### src/rtl/uart_rx_if.sv
// Byte handshake between the UART receiver and its downstream consumer.
interface uart_rx_if;
  logic [7:0] rx_data;
  logic       rx_valid;
  logic       rx_ready;

  modport master (output rx_data, output rx_valid, input  rx_ready);
  modport slave  (input  rx_data, input  rx_valid, output rx_ready);
endinterface

### src/rtl/uart_rx.sv
// 8N1 UART receiver: synchronises rx_in, samples mid-bit and hands each byte
// to the consumer over a valid/ready handshake with framing/overrun pulses.
//
// state    | meaning
// ---------+-----------------------------------------------------------
// ST_IDLE  | line idle, waiting for a falling edge on the synchronised rx
// ST_START | half a bit into the start bit to confirm it is still low
// ST_DATA  | sampling 8 data bits LSB first, one per bit period
// ST_STOP  | sampling the stop bit, then completing or discarding the byte
module uart_rx #(
  parameter int CLKS_PER_BIT = 16,
  parameter int SYNC_STAGES  = 2
) (
  input  logic        clk,
  input  logic        reset,
  input  logic        rx_in,
  uart_rx_if.master   rx_bus,
  output logic        rx_busy,
  output logic        framing_error,
  output logic        rx_overrun
);

  localparam int CW = $clog2(CLKS_PER_BIT);
  localparam logic [CW-1:0] CNT_LAST = CW'(CLKS_PER_BIT - 1);
  localparam logic [CW-1:0] CNT_HALF = CW'(CLKS_PER_BIT / 2 - 1);

  typedef enum logic [1:0] {ST_IDLE, ST_START, ST_DATA, ST_STOP} state_t;

  state_t                 state;
  logic [SYNC_STAGES-1:0] sync_q;
  logic                   rx_s;
  logic                   rx_s_d;
  logic [CW-1:0]          cnt;
  logic [2:0]             bit_idx;
  logic [7:0]             shift_q;
  logic [7:0]             data_q;
  logic                   valid_q;

  assign rx_s            = sync_q[SYNC_STAGES-1];
  assign rx_busy         = (state != ST_IDLE);
  assign rx_bus.rx_data  = data_q;
  assign rx_bus.rx_valid = valid_q;

  // Flops reset to the idle-high line level so reset release is not an edge.
  always_ff @(posedge clk or posedge reset) begin
    if (reset) begin
      sync_q <= '1;
      rx_s_d <= 1'b1;
    end else begin
      sync_q <= {sync_q[SYNC_STAGES-2:0], rx_in};
      rx_s_d <= rx_s;
    end
  end

  always_ff @(posedge clk or posedge reset) begin
    if (reset) begin
      state         <= ST_IDLE;
      cnt           <= '0;
      bit_idx       <= '0;
      shift_q       <= '0;
      data_q        <= '0;
      valid_q       <= 1'b0;
      framing_error <= 1'b0;
      rx_overrun    <= 1'b0;
    end else begin
      framing_error <= 1'b0;
      rx_overrun    <= 1'b0;
      if (valid_q && rx_bus.rx_ready)
        valid_q <= 1'b0;

      case (state)
        ST_IDLE: begin
          cnt <= '0;
          if (rx_s_d && !rx_s)
            state <= ST_START;
        end
        ST_START: begin
          if (cnt == CNT_HALF) begin
            cnt     <= '0;
            bit_idx <= '0;
            state   <= rx_s ? ST_IDLE : ST_DATA;
          end else begin
            cnt <= cnt + CW'(1);
          end
        end
        ST_DATA: begin
          if (cnt == CNT_LAST) begin
            cnt              <= '0;
            shift_q[bit_idx] <= rx_s;
            bit_idx          <= bit_idx + 3'd1;
            if (bit_idx == 3'd7)
              state <= ST_STOP;
          end else begin
            cnt <= cnt + CW'(1);
          end
        end
        ST_STOP: begin
          if (cnt == CNT_LAST) begin
            cnt   <= '0;
            state <= ST_IDLE;
            if (!rx_s) begin
              framing_error <= 1'b1;
            end else if (!valid_q || rx_bus.rx_ready) begin
              // Overrides the accept-clear above when a byte is swapped in.
              data_q  <= shift_q;
              valid_q <= 1'b1;
            end else begin
              rx_overrun <= 1'b1;
            end
          end else begin
            cnt <= cnt + CW'(1);
          end
        end
        default: state <= ST_IDLE;
      endcase
    end
  end

endmodule

### src/flat_wrapper.sv
// flat-port wrapper written by rule: the top's interface ports become plain ports
module uart_rx_flat 
#(
  parameter int CLKS_PER_BIT = 16,
  parameter int SYNC_STAGES  = 2
)
  (clk, reset, rx_in, rx_busy, framing_error, rx_overrun, rx_bus_rx_data, rx_bus_rx_valid, rx_bus_rx_ready);
  uart_rx_if rx_bus_i ();
  input  logic clk;
  input  logic reset;
  input  logic rx_in;
  output logic rx_busy;
  output logic framing_error;
  output logic rx_overrun;
  output wire logic [$bits(rx_bus_i.rx_data)-1:0] rx_bus_rx_data;
  output wire logic [$bits(rx_bus_i.rx_valid)-1:0] rx_bus_rx_valid;
  input wire logic [$bits(rx_bus_i.rx_ready)-1:0] rx_bus_rx_ready;
  assign rx_bus_rx_data = rx_bus_i.rx_data;
  assign rx_bus_rx_valid = rx_bus_i.rx_valid;
  assign rx_bus_i.rx_ready = rx_bus_rx_ready;
  uart_rx #(.CLKS_PER_BIT(CLKS_PER_BIT), .SYNC_STAGES(SYNC_STAGES)) u_core (.clk(clk), .reset(reset), .rx_in(rx_in), .rx_bus(rx_bus_i), .rx_busy(rx_busy), .framing_error(framing_error), .rx_overrun(rx_overrun));
endmodule
### config.mk
export PLATFORM = sky130hd
export DESIGN_NAME = uart_rx_flat
export DESIGN_NICKNAME = d
export VERILOG_FILES = /design/src/rtl/uart_rx_if.sv /design/src/rtl/uart_rx.sv /design/src/flat_wrapper.sv
export SDC_FILE = /design/constraint.sdc
export NUM_CORES = 1
export LEC_CHECK = 0
export ABC_AREA = 0
export CAP_MARGIN = 20
export CORE_MARGIN = 5
export CORE_UTILIZATION = 35
export DETAILED_ROUTE_END_ITERATION = 6
export GPL_TIMING_DRIVEN = 0
export SYNTH_ARGS = -nofsm -noshare
export SYNTH_HDL_FRONTEND = slang
export SYNTH_SLANG_ARGS = --single-unit
export TNS_END_PERCENT = 20
### constraint.sdc
create_clock -name clk -period 2.2 [get_ports clk]
set_clock_uncertainty 0.15 [all_clocks]
set_input_delay 0.44 -clock clk [delete_from_list [all_inputs] [get_ports clk]]
set_output_delay 0.44 -clock clk [all_outputs]
set_load 0.005 [all_outputs]
==> metrics.cfg <==
[status]
status=completed

[layout]
drive_gt1_share_pct=29.2
final.fill_count=376
post-route-util_pct=45.0
nNetsFinal=147
syn_to_final_growth_pct=24.0
diodes=0
final_area_sq_um=1800
ff_latch_area_sq_um=779
multi_input_area_sq_um=624

[timing]
tightestPinTransition_ns=0.672
hold_violations=0
fin_crit_sh_pct=94.9
slew_viol_final=0
fin_crit_ns=2.09
grt_setup_unrepaired=false
finalSetupTns_ns=0
setup_viol=0
fin_ws_ns=0.112
slew_headroom_pct=55.2
fmax_ghz=0.479

[critical_path]
cp_max_fo=4
cp_data_arrival_time_ns=1.50
cp-end-kind=output port
required_ns=1.61
worstSetupPathType=flop to output port
start_kind=flop

[yosys]
syn_inst=111
avgSynthCellArea_sq_um=13.1
synth_seq_area_share_pct=53.7
yosysUniqueCellTypes=31
ys_warn_count=0
ys_seq_elements=31
syn-num-nets=122
syn-cell-area_sq_um=1450

[clock_network]
cts.sinks=31
cts_root_buf=clkbuf_8
cts_buffers=5
cts_tree=yes
clkTransAtPathRegs_ns=0.06
clockBufferDepth=2
htree_levels=2
worstSkewPairLatency_ns=0.28

[global_routing]
track_usage_pct=10.6
antenna_found_initial=0
grt_pass1_vias=909
grt_pass1_wl_mm=4.29
grt_max_degree=17
grt-ovfl-total=0

[die]
die_area_sq_um=5540
die_w_um=74.4
std_cell_rows=23
num_io_pins=16
chipHeight_um=74.4
core_sq_um=4000
initial_utilization_pct=36.3

[run]
max_cap_viol_count=0

[detailed_routing]
wirelength_mm=2.48
wl_per_cell_um=13.2
drtPass1Iterations=4
route.vias.total=887
detail-route-antenna-nets=0
drc=0
viasPerCell=4.74
first_iter_violations=26

[place]
post-dp-hpwl_mm=1.86
placed_area_sq_um=1690
port_buffers=15
post-place-ws_ns=0.200
gp_congestion=0.839

[pwr]
max-vdd-ir-drop_v=0.000386
p_leak_nw=0.899
power_w=0.00157
power.density_nw_per_um2=871

[hold_path]
hold_path.class=flop to flop

what timing repair did:
item,CTS,global route
endpoints found under the hold margin,0,0
hold buffers,0,0
buffers inserted,2,0
gates resized for setup,0,2
setup endpoints to repair,1,1
cell usage in the layout, fill, tap and decap left out, types with 2 or more instances in the layout:
master and instances:
and3_1 2, buf_4 2, clkbuf_1 2, clkbuf_8 6, clkdlybuf4s50_1 15, dfrtp_1 28, dfstp_2 3, ha_1 6
inv_1 6, mux2_2 10, mux2_4 8, mux2i_1 3, nand2_1 5, nand2b_1 2, nand3_1 7, nand4b_1 2
nor2_1 3, nor3_1 6, xor2_1 2
registers in the layout, summed over array words and instances (netlist names), 2 cells and up, named ones only:
signal	cells
u_core.cnt	4
u_core.rx_bus.rx_data	8
u_core.bit_idx	3
u_core.sync_q	2
u_core.shift_q	8
stage by stage:
step                      hold WS [ns]  instances
after global routing             0.223        187
after global placement           0.198        176
after floorplan                  0.195        111
after CTS                        0.210        187
final                            0.205        187
after detailed placement         0.200        177
synth_stat cells (all sizes together):
library cell / n / area (sq um)
ha: 7 / 87.6
nand3: 7 / 35.0
buf: 2 / 16.3
nor2: 3 / 11.3
o211ai: 1 / 12.5
inv: 7 / 26.3
nand4b: 2 / 17.5
dfstp: 3 / 78.8
or2b: 1 / 7.51
or3: 1 / 6.26
and2: 1 / 8.76
nand4bb: 1 / 11.3
nand2: 5 / 18.8
a21oi: 1 / 5.00
mux2: 18 / 233
and3: 2 / 12.5
a2bb2oi: 1 / 8.76
nand4: 1 / 21.3
o22ai: 1 / 6.26
a31oi: 1 / 6.26
mux2i: 3 / 30.0
dfrtp: 28 / 701
clkbuf: 2 / 8.75
nor3: 6 / 30.0
and4: 1 / 8.76
xor2: 2 / 17.5
nand2b: 3 / 26.3
layer usage:
metal	routed length (um)	track usage, %	vias to the layer above
met5	0	0	-
met2	1180	16.0	17
met1	1100	12.7	430
met3	141	4.86	5
met4	61	5.34	0
li1	-	-	435
worst max-delay path, cell delays in order (launching register included):
cell and delay [ns]:
dfrtp_1 0.38, inv_1 0.11, ha_2 0.23, inv_2 0.06, clkdlybuf4s50_1 0.44
kinds of logic (layout without fill, tap and decap cells):
| kind of cell | after synthesis | after routing | share of synthesized area (%) |
|---|---|---|---|
| multiplexers | 21 | 21 | 18.1 |
| buffers and inverters | 11 | 37 | 3.53 |
| flip-flops | 31 | 31 | 53.7 |
| adder cells (fa/ha/maj) | 7 | 7 | 6.03 |
| AND/OR/NAND/NOR | 34 | 34 | 14.8 |
| AO/OA/AOI/OAI | 5 | 5 | 2.67 |
| XOR/XNOR | 2 | 2 | 1.21 |
where the power goes:
part | internal, W | total [W] | switching [W]
logic | 0.000211 | 0.000453 | 0.000242
clock network | 0.000252 | 0.000458 | 0.000207
registers | 0.000621 | 0.000658 | 0.0000372
layout make-up:
class | instances | area share, %
well taps | 50 | 3.47
plain buffers | 4 | 1.39
clock inverters | 1 | 0.278
flip-flops and latches | 31 | 43.3
repair buffers | 18 | 10.7
multi-input cells | 69 | 34.7
clock buffers | 7 | 4.79
inverters | 7 | 1.46
worst paths after layout:
check,from,to,slack (ns),depth (start not counted)
min in group asynchronous,reset,u_core.rx_bus.rx_data[7]$_DFFE_PP0P_,0.40,2
worst min-delay path,u_core.sync_q[0]$_DFF_PP1_,u_core.sync_q[1]$_DFF_PP1_,0.20,0
worst max register to register,flop,flop,0.22,7
worst min register to register,u_core.sync_q[0]$_DFF_PP1_,u_core.sync_q[1]$_DFF_PP1_,0.20,0
worst max-delay path,flop,rx_busy,0.11,4
max in group asynchronous,reset,u_core.sync_q[0]$_DFF_PP1_,0.90,3
Note: power is estimated with default switching activity, not from simulation.
